$ cat src/rtl/cache_ctrl_pkg.sv
// Shared types and constants for the L1 miss sequencer: FSM states, field widths and
// the RAM address layout used for both write-back and fill.
package cache_ctrl_pkg;

    localparam int unsigned IDX_W  = 2;
    localparam int unsigned TAG_W  = 3;
    localparam int unsigned DAT_W  = 3;
    localparam int unsigned ADDR_W = 8;

    typedef enum logic [2:0] {
        StIdle,
        StLookup,
        StWriteback,
        StFillWait,
        StAlloc,
        StFill,
        StResp
    } state_e;

    // A line is one word, so its RAM address is simply {0, tag, index}.
    function automatic logic [ADDR_W-1:0] ram_addr(input logic [TAG_W-1:0] tag,
                                                   input logic [IDX_W-1:0] idx);
        return {{(ADDR_W - TAG_W - IDX_W){1'b0}}, tag, idx};
    endfunction

endpackage

$ cat src/rtl/sat_counter.sv
// Statistics counter that sticks at all-ones instead of wrapping.
module sat_counter #(
    parameter int unsigned W = 8
) (
    input  logic         clock,
    input  logic         reset,
    input  logic         inc,
    output logic [W-1:0] count
);

    logic [W-1:0] count_q, count_d;

    always_comb begin
        count_d = count_q;
        if (inc && (count_q != '1)) begin
            count_d = count_q + W'(1);
        end
    end

    always_ff @(posedge clock) begin
        if (reset) begin
            count_q <= '0;
        end else begin
            count_q <= count_d;
        end
    end

    assign count = count_q;

endmodule

$ cat src/rtl/cache_miss_ctrl.sv
// One-request-at-a-time sequencer between the CPU port, a 2-way 4-set L1 array and RAM:
// tag lookup, hit completion, dirty write-back, RAM fill / store allocate, LRU update.
module cache_miss_ctrl
    import cache_ctrl_pkg::*;
#(
    parameter int unsigned RAM_RD_LAT = 2,
    parameter int unsigned CNT_W      = 8
) (
    input  logic             clock,
    input  logic             reset,
    input  logic             req,
    input  logic             we,
    input  logic [7:0]       addr,
    input  logic [2:0]       wdata,
    output logic             ready,
    output logic             done,
    output logic [2:0]       rdata,
    output logic [1:0]       cache_index,
    output logic [2:0]       cache_tag,
    input  logic             hit,
    input  logic             hit_way,
    input  logic [2:0]       hit_data,
    input  logic             victim_way,
    input  logic             victim_valid,
    input  logic             victim_dirty,
    input  logic [2:0]       victim_tag,
    input  logic [2:0]       victim_data,
    output logic             cache_wr,
    output logic             cache_way,
    output logic [2:0]       cache_wtag,
    output logic [2:0]       cache_wdata,
    output logic             cache_wdirty,
    output logic             lru_touch,
    output logic [7:0]       ram_address,
    output logic [7:0]       data_ram,
    output logic             wren_ram,
    input  logic [7:0]       qram,
    output logic [CNT_W-1:0] hit_count,
    output logic [CNT_W-1:0] miss_count,
    output logic [CNT_W-1:0] wb_count
);

    localparam int unsigned LatW = (RAM_RD_LAT > 1) ? $clog2(RAM_RD_LAT) : 1;
    localparam logic [LatW-1:0] LatInit = LatW'(RAM_RD_LAT - 1);

    state_e             state_q, state_d;
    logic               we_q, we_d;
    logic [IDX_W-1:0]   idx_q, idx_d;
    logic [TAG_W-1:0]   tag_q, tag_d;
    logic [DAT_W-1:0]   wdata_q, wdata_d;
    logic               vway_q, vway_d;
    logic [TAG_W-1:0]   vtag_q, vtag_d;
    logic [DAT_W-1:0]   vdata_q, vdata_d;
    logic [DAT_W-1:0]   rdata_q, rdata_d;
    logic [LatW-1:0]    lat_q, lat_d;
    logic               hit_inc, miss_inc, wb_inc;

    // Upper address bits and upper RAM data bits carry nothing for this cache.
    logic unused_bits;
    assign unused_bits = ^{qram[7:DAT_W], addr[7:5]};

    always_comb begin
        state_d      = state_q;
        we_d         = we_q;
        idx_d        = idx_q;
        tag_d        = tag_q;
        wdata_d      = wdata_q;
        vway_d       = vway_q;
        vtag_d       = vtag_q;
        vdata_d      = vdata_q;
        rdata_d      = rdata_q;
        lat_d        = lat_q;
        hit_inc      = 1'b0;
        miss_inc     = 1'b0;
        wb_inc       = 1'b0;
        ready        = 1'b0;
        done         = 1'b0;
        cache_wr     = 1'b0;
        cache_way    = 1'b0;
        cache_wtag   = '0;
        cache_wdata  = '0;
        cache_wdirty = 1'b0;
        lru_touch    = 1'b0;
        ram_address  = '0;
        data_ram     = '0;
        wren_ram     = 1'b0;
        cache_index  = (state_q != StIdle) ? idx_q : '0;
        cache_tag    = (state_q != StIdle) ? tag_q : '0;

        unique case (state_q)
            StIdle: begin
                ready = 1'b1;
                if (req) begin
                    we_d    = we;
                    idx_d   = addr[1:0];
                    tag_d   = addr[4:2];
                    wdata_d = wdata;
                    state_d = StLookup;
                end
            end
            StLookup: begin
                if (hit) begin
                    hit_inc   = 1'b1;
                    lru_touch = 1'b1;
                    cache_way = hit_way;
                    if (we_q) begin
                        cache_wr     = 1'b1;
                        cache_wtag   = tag_q;
                        cache_wdata  = wdata_q;
                        cache_wdirty = 1'b1;
                    end else begin
                        rdata_d = hit_data;
                    end
                    state_d = StResp;
                end else begin
                    miss_inc = 1'b1;
                    vway_d   = victim_way;
                    vtag_d   = victim_tag;
                    vdata_d  = victim_data;
                    if (victim_valid && victim_dirty) begin
                        state_d = StWriteback;
                    end else if (we_q) begin
                        state_d = StAlloc;
                    end else begin
                        state_d = StFillWait;
                        lat_d   = LatInit;
                    end
                end
            end
            StWriteback: begin
                wren_ram    = 1'b1;
                ram_address = ram_addr(vtag_q, idx_q);
                data_ram    = {{(ADDR_W - DAT_W){1'b0}}, vdata_q};
                wb_inc      = 1'b1;
                if (we_q) begin
                    state_d = StAlloc;
                end else begin
                    state_d = StFillWait;
                    lat_d   = LatInit;
                end
            end
            StFillWait: begin
                ram_address = ram_addr(tag_q, idx_q);
                if (lat_q == '0) begin
                    state_d = StFill;
                end else begin
                    lat_d = lat_q - LatW'(1);
                end
            end
            StFill: begin
                cache_wr    = 1'b1;
                cache_way   = vway_q;
                cache_wtag  = tag_q;
                cache_wdata = qram[DAT_W-1:0];
                lru_touch   = 1'b1;
                rdata_d     = qram[DAT_W-1:0];
                state_d     = StResp;
            end
            StAlloc: begin
                cache_wr     = 1'b1;
                cache_way    = vway_q;
                cache_wtag   = tag_q;
                cache_wdata  = wdata_q;
                cache_wdirty = 1'b1;
                lru_touch    = 1'b1;
                state_d      = StResp;
            end
            StResp: begin
                done    = 1'b1;
                state_d = StIdle;
            end
            default: state_d = StIdle;
        endcase
    end

    always_ff @(posedge clock) begin
        if (reset) begin
            state_q <= StIdle;
            we_q    <= 1'b0;
            idx_q   <= '0;
            tag_q   <= '0;
            wdata_q <= '0;
            vway_q  <= 1'b0;
            vtag_q  <= '0;
            vdata_q <= '0;
            rdata_q <= '0;
            lat_q   <= '0;
        end else begin
            state_q <= state_d;
            we_q    <= we_d;
            idx_q   <= idx_d;
            tag_q   <= tag_d;
            wdata_q <= wdata_d;
            vway_q  <= vway_d;
            vtag_q  <= vtag_d;
            vdata_q <= vdata_d;
            rdata_q <= rdata_d;
            lat_q   <= lat_d;
        end
    end

    assign rdata = rdata_q;

    sat_counter #(.W(CNT_W)) u_hit_cnt (
        .clock (clock),
        .reset (reset),
        .inc   (hit_inc),
        .count (hit_count)
    );

    sat_counter #(.W(CNT_W)) u_miss_cnt (
        .clock (clock),
        .reset (reset),
        .inc   (miss_inc),
        .count (miss_count)
    );

    sat_counter #(.W(CNT_W)) u_wb_cnt (
        .clock (clock),
        .reset (reset),
        .inc   (wb_inc),
        .count (wb_count)
    );

endmodule

$ cat config.mk
export PLATFORM = sky130hd
export DESIGN_NAME = cache_miss_ctrl
export DESIGN_NICKNAME = d
export VERILOG_FILES = /design/src/rtl/cache_ctrl_pkg.sv /design/src/rtl/sat_counter.sv /design/src/rtl/cache_miss_ctrl.sv
export SDC_FILE = /design/constraint.sdc
export NUM_CORES = 1
export LEC_CHECK = 0
export CORE_UTILIZATION = 47
export DETAILED_ROUTE_END_ITERATION = 10
export PLACE_DENSITY = 0.86
export RECOVER_POWER = 25
export SYNTH_ARGS = -nofsm -noshare
export SYNTH_HDL_FRONTEND = slang
export SYNTH_SLANG_ARGS = --single-unit
$ cat constraint.sdc
create_clock -name clock -period 4.5 [get_ports clock]
set_input_delay 0.9 -clock clock [delete_from_list [all_inputs] [get_ports clock]]
set_output_delay 0.9 -clock clock [all_outputs]
set_load 0.02 [all_outputs]
==> flow_summary.ini, run 1 <==
[power_and_ir_drop]
leakage_uw = 0.00127
ir_drop_mv = 0.221
comb_power_share_pct = 39.7
power.switching_uw = 530
switching_share_pct = 38.7
clockPowerShare_pct = 18.8
power_frac_seq_pct = 41.5
total_power_uw = 1370
p_per_area_nw_per_um2 = 408
p_int_uw = 839

[clock_network]
tritoncts = yes
clockBufferDepth = 2
cts.repair.resized = 0
clk-insertion-delay-late_ns = 0.30
cts_made_buffers = 5
htreeDepth = 2
root_buffer = clkbuf_8
post_cts_buffers = 0
clock_sink_count = 47
ctsHoldBuffers = 0
cts.reportedPaths.clkPinSlew_ns = 0.08

[floorplan]
die_y_um = 74.8
ios = 98
start_util_pct = 48.8
rows = 26
die-area_um2 = 5600
core_um2 = 5110
die_w_um = 74.8

[timing]
setup_viol = 0
hold_viol = 0
tns_ns = 0
rsz0062_at_grt = no
slew_violations = 13
tightest_slew_ns = 1.92
fmax_ghz = 0.247
final.min_clock_period_ns = 4.06
clock_skew_ns = 0.00426
relSlewSlack_pct = -29.6
period_share_pct = 90.1

[worst_setup_path]
ff2ff_setup_slack_ns = 1.07
cp.arrival_ns = 3.16
cp_max_fo = 11
cp-start-kind = input pin
path_class = in2out
cp-end-kind = output port
cp.required_ns = 3.60

[detailed_routing]
remaining_drc_errors = 0
drt_pass1_iterations = 4
drtAntennaViolNets = 0
wl_per_cell_um = 13.6
drt-vias-per-instance = 5.43
first_iter_violations = 108
drt-total-wl_um = 6040
vias = 2405

[logic_synthesis]
synth_flop_cell = dfxtp_1
synthesis.area_um2 = 2490
yosysWarningCount = 0
synth_seq_cells = 47
synth_edf_count = 0
synthCells = 301
ys_seq_area_share_pct = 37.8
synth-async-reset-ratio_pct = 0
syn_avg_cell_area_um2 = 8.28
yosysUniqueCellTypes = 54

[global_route]
antenna_found_initial = 0
grt_max_degree = 30
grt_first_pass_wirelength_um = 9770
grt-ovfl-total = 0
grt_use_total_pct = 22.5
grt_pass1_vias = 2120

[outcome]
outcome = finished, violations left
violations = max-capacitance violations, max-slew violations

[layout]
register_area_um2 = 941
drive_above_1_share_pct = 4.02
n_fill_cell = 439
nNetsFinal = 413
multi_input_area_um2 = 1400
fin_cells = 443
num_antenna_cells = 0
area_growth_pct = 34.8
stdcell_area_um2 = 3360
final_core_util_pct = 65.8

[hold_path]
min_path_type = reg2reg

[placement]
place_area_um2 = 3300
hpwl_um = 4300
io_buffers = 81
gp_congestion = 0.796
placed_cells_incl_taps = 436

[job]
maxCapViolCount = 1
## area by class of cell
| class | count | area share, % |
|---|---|---|
| clock inverters | 1 | 0.149 |
| clock buffers | 6 | 2.46 |
| repair buffers | 84 | 24.6 |
| inverters | 5 | 0.559 |
| well taps | 70 | 2.61 |
| multi-input cells | 230 | 41.6 |
| flip-flops and latches | 47 | 28.0 |
## metal layers
layer  wire [µm]  share of wire, %  global-route usage, %
met1        2680                44                   29.4
met2        2940                49                   36.7
met3         336               5.6                   5.76
met4          73               1.2                   6.71
met5           0                 0                      0
## registers in the layout, summed over array words and instances (netlist names)
register and flops:
u_miss_cnt.count 8, lat_q 1, vway_q 1, vtag_q 3, tag_q 3, u_wb_cnt.count 8, u_hit_cnt.count 8, vdata_q 3
we_q 1, rdata 3, idx_q 2, state_q 3, wdata_q 3
## cell usage in the layout, fill, tap and decap left out, drive strengths merged, types with 4 or more instances in the layout
cell	instances
nand4	6
a21oi	25
inv	5
clkdlybuf4s50	71
and2	11
and3	6
nand2	40
mux2i	10
nand3	8
clkbuf	8
o21ai	13
xor2	7
nand2b	4
nor2b	11
nor2	25
a31oi	8
dlygate4sd3	10
conb	8
nor3	5
dfxtp	47
## synthesized netlist by cell type, types with 2 or more instances
library cell   n  area, µm²
nand3_1        8       40.0
buf_2          7       35.0
nand4_1        6       37.5
or3_1          2       12.5
nand2_1       40        150
xor2_1         7       61.3
inv_1          5       18.8
xnor2_1        2       17.5
nor3_1         4       20.0
o211ai_1       2       15.0
buf_4          9       67.6
o21ai_0       10       50.1
ha_1           3       37.5
a211oi_1       3       22.5
nand2b_1       4       25.0
o211a_1        2       20.0
nor4bb_1       2       20.0
a221oi_1       2       17.5
and4bb_2       2       25.0
o21ai_1        3       15.0
a21oi_1       24        120
a32o_1         3       30.0
a2111oi_2      2       30.0
and2_1        10       62.6
and3_1         6       37.5
nor2_1        25       93.8
mux2i_1       10        100
dfxtp_1       47        941
clkbuf_1       9       33.8
a31oi_1        8       50.1
nor2b_1       11       68.8
## path summary, 6_finish.rpt
kind,start,depth (start not counted),to
max,hit,7,cache_wtag[0]
min reg2reg,vtag_q[2]$_SDFFE_PP0P_,2,vtag_q[2]$_SDFFE_PP0P_
max reg2reg,state_q[0]$_SDFFE_PP0P_,5,u_miss_cnt.count[5]$_SDFFE_PP0P_
min,vtag_q[2]$_SDFFE_PP0P_,2,vtag_q[2]$_SDFFE_PP0P_
## per-stage QoR
stage,hold slack [ns],setup WS (ns)
detailed placement,0.448,0.731
CTS,0.460,0.710
global route,0.477,0.304
finish,0.460,0.443
floorplan,0.432,1.38
global placement,0.440,0.759
## power groups by stage
| stage | sequential (µW) | clock [µW] | combinational, µW |
|---|---|---|---|
| after floorplan | 540 | 0 | 396 |
| after global placement | 579 | 0 | 539 |
| after global routing | 583 | 282 | 596 |
| after detailed placement | 581 | 0 | 552 |
| after CTS | 572 | 265 | 555 |
| final | 568 | 257 | 544 |
## kinds of logic after synthesis
| logic type | Yosys count | synth area share, % |
|---|---|---|
| other cells | 1 | 0.150 |
| fa+ha+maj | 3 | 1.51 |
| xor+xnor | 9 | 3.16 |
| compound gates | 70 | 18.9 |
| buf+inv | 31 | 6.38 |
| simple gates | 129 | 27.7 |
| flops | 47 | 37.8 |
| mux | 11 | 4.47 |
## worst max-delay path, cell delays in order
cell and delay [ns]:
clkdlybuf4s50_1 0.45, clkbuf_1 0.38, nand4b_1 0.18, a21oi_2 0.29, a21o_1 0.19, and2_1 0.15
clkdlybuf4s50_1 0.61
No activity file was read; power rests on OpenSTA's default activity.
==> inputs of run 2 (changes only) <==
- SKIP_CTS_REPAIR_TIMING: unset -> 1
==> results of run 2 <==
No change in the layout: final DEF, timing and power equal those of run 1.
